File: config.mk
export PLATFORM = sky130hd
export DESIGN_NAME = apb_master_param
export DESIGN_NICKNAME = d
export VERILOG_FILES = /design/src/rtl/apb_master_param.sv
export SDC_FILE = /design/constraint.sdc
export NUM_CORES = 1
export LEC_CHECK = 0
export BUFFER_PORTS_ARGS = -buffer_cell sky130_fd_sc_hd__buf_2
export CAP_MARGIN = 20
export CORE_AREA = 8 8 128 130
export CTS_CLUSTER_SIZE = 40
export DETAILED_ROUTE_END_ITERATION = 7
export DIE_AREA = 0 0 136 138
export MAX_ROUTING_LAYER = met4
export PLACE_DENSITY = 0.71
export SLEW_MARGIN = 10
export SYNTH_ARGS = -nofsm -noshare
export SYNTH_HDL_FRONTEND = slang
export SYNTH_SLANG_ARGS = --single-unit
File: constraint.sdc
create_clock -name PCLK -period 1.65 [get_ports PCLK]
set_input_delay 0.165 -clock PCLK [delete_from_list [all_inputs] [get_ports PCLK]]
set_output_delay 0.165 -clock PCLK [all_outputs]
set_load 0.02 [all_outputs]
File: src/rtl/apb_master_param.sv
// APB master bridging a simple CPU request port onto NUM_SLAVES APB slaves.
// The address window starting at BASE_ADDR is split into equal 2**SLOT_SHIFT
// regions, one per slave; anything outside the window completes at once with
// an error. A stalled slave is abandoned after TIMEOUT ACCESS cycles.
module apb_master_param #(
    parameter int          NUM_SLAVES = 5,
    parameter int          DATA_W     = 32,
    parameter logic [31:0] BASE_ADDR  = 32'h1000_0000,
    parameter int          SLOT_SHIFT = 12,
    parameter int          TIMEOUT    = 16
) (
    input  logic                         PCLK,
    input  logic                         PRESET,
    input  logic                         transfer,
    input  logic                         write,
    input  logic [31:0]                  addr,
    input  logic [DATA_W-1:0]            wdata,
    output logic [DATA_W-1:0]            rdata,
    output logic                         ready,
    output logic                         error,
    output logic [31:0]                  PADDR,
    output logic                         PWRITE,
    output logic                         PENABLE,
    output logic [DATA_W-1:0]            PWDATA,
    output logic [NUM_SLAVES-1:0]        PSEL,
    input  logic [NUM_SLAVES*DATA_W-1:0] PRDATA,
    input  logic [NUM_SLAVES-1:0]        PREADY,
    input  logic [NUM_SLAVES-1:0]        PSLVERR
);

    localparam logic [1:0]  ST_IDLE   = 2'd0;
    localparam logic [1:0]  ST_SETUP  = 2'd1;
    localparam logic [1:0]  ST_ACCESS = 2'd2;
    localparam logic [1:0]  ST_DECERR = 2'd3;

    // Size of the decoded window; one bit wider so BASE_ADDR near the top
    // of the address space cannot wrap.
    localparam logic [32:0] WINDOW    = 33'(NUM_SLAVES) << SLOT_SHIFT;
    localparam logic [7:0]  TO_LAST   = 8'(TIMEOUT - 1);

    logic [1:0]            state_r;
    logic [1:0]            state_nxt_s;
    logic [7:0]            tmo_cnt_r;
    logic [31:0]           paddr_r;
    logic                  pwrite_r;
    logic [DATA_W-1:0]     pwdata_r;
    logic [NUM_SLAVES-1:0] psel_r;
    logic                  penable_r;

    logic [31:0]           req_off_s;
    logic                  req_mapped_s;
    logic [NUM_SLAVES-1:0] req_psel_s;
    logic [DATA_W-1:0]     sel_rdata_s;
    logic                  sel_pready_s;
    logic                  sel_pslverr_s;
    logic                  done_ok_s;
    logic                  done_tmo_s;

    // Decode the request address into a mapped flag and a one-hot select.
    always_comb begin
        req_off_s    = addr - BASE_ADDR;
        req_mapped_s = (addr >= BASE_ADDR) && ({1'b0, req_off_s} < WINDOW);
        req_psel_s   = {NUM_SLAVES{1'b0}};
        for (int i = 0; i < NUM_SLAVES; i++) begin
            if ((req_off_s >> SLOT_SHIFT) == 32'(i)) begin
                req_psel_s[i] = 1'b1;
            end else begin
                req_psel_s[i] = 1'b0;
            end
        end
    end

    // Steer the selected slave's response; unselected slaves are masked out.
    always_comb begin
        sel_rdata_s = {DATA_W{1'b0}};
        for (int i = 0; i < NUM_SLAVES; i++) begin
            sel_rdata_s = sel_rdata_s | (PRDATA[i*DATA_W +: DATA_W] & {DATA_W{psel_r[i]}});
        end
        sel_pready_s  = |(PREADY & psel_r);
        sel_pslverr_s = |(PSLVERR & psel_r);
    end

    // Completion conditions; a ready slave wins over the timeout.
    always_comb begin
        done_ok_s  = (state_r == ST_ACCESS) && sel_pready_s;
        done_tmo_s = (state_r == ST_ACCESS) && !sel_pready_s && (tmo_cnt_r == TO_LAST);
    end

    // Next-state selection.
    always_comb begin
        state_nxt_s = ST_IDLE;
        case (state_r)
            ST_IDLE: begin
                if (transfer) begin
                    state_nxt_s = req_mapped_s ? ST_SETUP : ST_DECERR;
                end else begin
                    state_nxt_s = ST_IDLE;
                end
            end
            ST_SETUP:  state_nxt_s = ST_ACCESS;
            ST_ACCESS: begin
                if (done_ok_s || done_tmo_s) begin
                    state_nxt_s = ST_IDLE;
                end else begin
                    state_nxt_s = ST_ACCESS;
                end
            end
            ST_DECERR: state_nxt_s = ST_IDLE;
            default:   state_nxt_s = ST_IDLE;
        endcase
    end

    // State register.
    always_ff @(posedge PCLK or negedge PRESET) begin
        if (!PRESET) begin
            state_r <= ST_IDLE;
        end else begin
            state_r <= state_nxt_s;
        end
    end

    // APB request registers and the ACCESS timeout counter.
    always_ff @(posedge PCLK or negedge PRESET) begin
        if (!PRESET) begin
            paddr_r   <= 32'h0000_0000;
            pwrite_r  <= 1'b0;
            pwdata_r  <= {DATA_W{1'b0}};
            psel_r    <= {NUM_SLAVES{1'b0}};
            penable_r <= 1'b0;
            tmo_cnt_r <= 8'd0;
        end else begin
            case (state_r)
                ST_IDLE: begin
                    if (transfer) begin
                        paddr_r  <= addr;
                        pwrite_r <= write;
                        pwdata_r <= wdata;
                        psel_r   <= req_mapped_s ? req_psel_s : {NUM_SLAVES{1'b0}};
                    end else begin
                        psel_r   <= {NUM_SLAVES{1'b0}};
                    end
                    penable_r <= 1'b0;
                end
                ST_SETUP: begin
                    penable_r <= 1'b1;
                    tmo_cnt_r <= 8'd0;
                end
                ST_ACCESS: begin
                    if (done_ok_s || done_tmo_s) begin
                        psel_r    <= {NUM_SLAVES{1'b0}};
                        penable_r <= 1'b0;
                    end else begin
                        tmo_cnt_r <= tmo_cnt_r + 8'd1;
                    end
                end
                default: begin
                    psel_r    <= {NUM_SLAVES{1'b0}};
                    penable_r <= 1'b0;
                end
            endcase
        end
    end

    // CPU-side response: completion status must appear in the same cycle
    // the slave answers, so this is decoded from state and slave inputs.
    always_comb begin
        ready = 1'b0;
        error = 1'b0;
        rdata = {DATA_W{1'b0}};
        case (state_r)
            ST_ACCESS: begin
                if (done_ok_s) begin
                    ready = 1'b1;
                    error = sel_pslverr_s;
                    rdata = sel_rdata_s;
                end else if (done_tmo_s) begin
                    ready = 1'b1;
                    error = 1'b1;
                    rdata = {DATA_W{1'b0}};
                end else begin
                    ready = 1'b0;
                    error = 1'b0;
                    rdata = {DATA_W{1'b0}};
                end
            end
            ST_DECERR: begin
                ready = 1'b1;
                error = 1'b1;
                rdata = {DATA_W{1'b0}};
            end
            default: begin
                ready = 1'b0;
                error = 1'b0;
                rdata = {DATA_W{1'b0}};
            end
        endcase
    end

    assign PADDR   = paddr_r;
    assign PWRITE  = pwrite_r;
    assign PWDATA  = pwdata_r;
    assign PSEL    = psel_r;
    assign PENABLE = penable_r;

endmodule

==> reports/metrics.yaml <==
power:
  power_density_nw_per_um2: 1470
  p_leak_nw: 3.34
  ir_drop_v: 0.00107
sta:
  whs_ns: 0.0648
  drv_slew: 0
  min_period_ns: 2.04
  max_freq_mhz: 490
  fin_ws_ns: -0.391
  hold_violations: 0
  skew_ns: 0.00310
  rsz0062_at_grt: "true"
  max_slew.worst_pin.slew_ns: 0.499
  slew_headroom: 0.667
  post-route-period-util: 1.24
  report.final.setup_viol: 46
final_layout:
  fillers: 1314
  final_area_um2: 6980
  syn_to_final_growth_pct: 70.3
  drive_gt1_frac: 0.714
  nets: 950
synthesis:
  synth_enable_flop_cells: 0
  synth_cell_types: 36
  netlist_area_um2: 4100
  netlist.area_leader.share: 0.495
  ys_seq_elements: 81
  syn-num-nets: 587
  netlist_top_cells_area: "dfrtp_1, mux2_2, a222oi_1"
  ys_seq_area_frac: 0.495
  async_flop_share: 1.00
  yosys.cell_count.top_type: "dfrtp_1"
  yosysTopAreaCell: "dfrtp_1"
  synthFlopType: "dfrtp_1"
  yosys_warnings: 0
  synthCells: 348
  netlist_top_cells_count: "dfrtp_1, mux2_2, a21oi_1, a22oi_1, a222oi_1"
  syn_area_per_cell_um2: 11.8
detailed_routing:
  routedWlPerCell_um: 21.2
  drt_iter0_markers: 343
  vias: 4694
  avgViaCountPerCell: 5.19
  drt.antenna.violating_nets: 0
  finalWirelength_mm: 19.1
  dr.pass1.iters: 6
  drc: 0
global_routing:
  antenna_found_initial: 4
  grt_pass1_vias: 5085
  track_usage: 0.193
  gr-total-overflow: 0
  grt_max_degree: 41
  grt_pass1_wl_mm: 27.7
setup_path:
  r2r_slack_ns: -0.16
  worstPathMaxFanout: 28
  worstPathRequired_ns: 1.48
  crit_path_end_kind: "output port"
  worstSetupStartpointType: "register"
  cp_data_arrival_time_ns: 1.88
  critical_path_class: "reg -> out"
floorplanning:
  boundaryPins: 343
  rows: 44
  start_util: 0.286
  dieArea_um2: 18800
  fp.dieH_um: 138
  die_x_um: 136
  core_area_um2: 14300
place:
  place.gp.congestion: 0.870
  hpwlAfterDp_mm: 15.3
  post-place-ws_ns: -0.110
  place_area_um2: 6380
  numPortBuffers: 342
job:
  drv_cap: 0
clock_tree:
  htree_levels: 3
  clockBufferDepth: 2
  path_clk_slew_ns: 0.06
  cts.sinks: 81
  clkLatencyLatePin_ns: 0.33
  cts_tree: "done"
  cts-root-buf: "clkbuf_16"
  cts_buffers: 9
status:
  status: "complete, but fails checks"
  violations: "setup timing"
hold_path:
  min_path_type: "in -> reg"
path summary, 6_finish.rpt:
| check | from | endpoint | cells after the start |
|---|---|---|---|
| worst max-delay path | PSEL[0] | rdata[31] | 5 |
| worst min-delay path | addr[4] | PADDR[4] | 2 |
| worst max register to register | PSEL[4] | tmo_cnt_r[7] | 6 |
| worst min register to register | PENABLE | PENABLE | 1 |
| max in group asynchronous | PRESET | PADDR[13] | 3 |
| min in group asynchronous | PRESET | PADDR[0] | 2 |
routing by layer:
metal  vias up  share of wire  track usage
met5         -              0            -
met2       307           0.51        0.328
met4         0          0.031       0.0873
li1       2135              -            -
met3        32           0.10       0.0507
met1      2220           0.36        0.206
cell families (layout without fill, tap and decap cells):
logic type / count (synthesis) / after routing / share of synthesized area
buffers and inverters: 34 / 402 / 0.0339
AOI/OAI and AO/OA: 118 / 118 / 0.219
DFF: 81 / 81 / 0.495
muxes: 70 / 70 / 0.191
and+or+nand+nor: 44 / 44 / 0.0583
adders and majority gates: 1 / 1 / 0.00305
other: 0 / 4 / 0
power breakdown:
| group | switching [mW] | internal (mW) |
|---|---|---|
| logic | 2.47 | 2.04 |
| registers | 0.492 | 2.91 |
| clock network | 0.772 | 1.56 |
| total | 3.73 | 6.51 |
through the flow:
step | power [mW] | utilization | setup TNS, ns | cells
floorplan | 5.87 | - | -4.93 | 348
global placement | 7.62 | 0.446 | -2.95 | 878
detailed placement | 7.73 | 0.446 | -3.12 | 878
CTS | 10.3 | 0.480 | -14.23 | 897
global route | 10.8 | 0.487 | -17.11 | 904
finish | 10.2 | 0.487 | -12.09 | 904
critical path, stage by stage (launching register included):
cell	delay (ns)
dfrtp_2	0.43
buf_12	0.13
buf_6	0.17
a222oi_1	0.51
a21oi_1	0.12
buf_2	0.19
area by class of cell:
type | instances | area [um2] | share of cell area
clock buffer | 12 | 256 | 0.0368
inverter | 4 | 17.5 | 0.00251
clock inverter | 4 | 98.8 | 0.0142
multi-input combinational | 233 | 2170 | 0.311
sequential | 81 | 2030 | 0.291
timing repair buffer | 382 | 2160 | 0.310
antenna | 4 | 10.0 | 0.00143
tap | 184 | 230 | 0.0330
registers in the layout, summed over array words and instances (netlist names):
| register | count |
|---|---|
| PENABLE | 1 |
| PADDR | 32 |
| state_r | 2 |
| PSEL | 5 |
| tmo_cnt_r | 8 |
| PWDATA | 32 |
| PWRITE | 1 |
placed cells by master (no fill, tap or decap), types with 2 or more instances in the layout:
cell type and instances:
nand2b_1 2, buf_4 25, nor4_1 4, buf_2 340
nand2_1 9, dfrtp_2 3, nor2_4 2, dfrtp_1 78
or4_1 2, nand4_1 2, inv_1 3, buf_12 6
a22oi_1 34, nand3_1 4, mux2_2 65, nand2_4 2
nor2_1 3, nor3_1 2, buf_6 7, and3_1 3
diode_2 4, a22o_1 3, nor3b_4 2, a21oi_2 30
a32o_1 2, clkbuf_8 2, mux2i_1 5, bufinv_16 3
a21oi_1 4, clkbuf_16 11, a222oi_1 33, a21o_1 2
repair_timing:
item	CTS	global route
endpoints found under the setup margin	46	114
hold buffers	1	0
pin swaps	4	4
hold endpoints to repair	43	0
cloned	0	2
gates resized for setup	24	11
setup buffers	2	2
(Power assumes the default switching activity.)
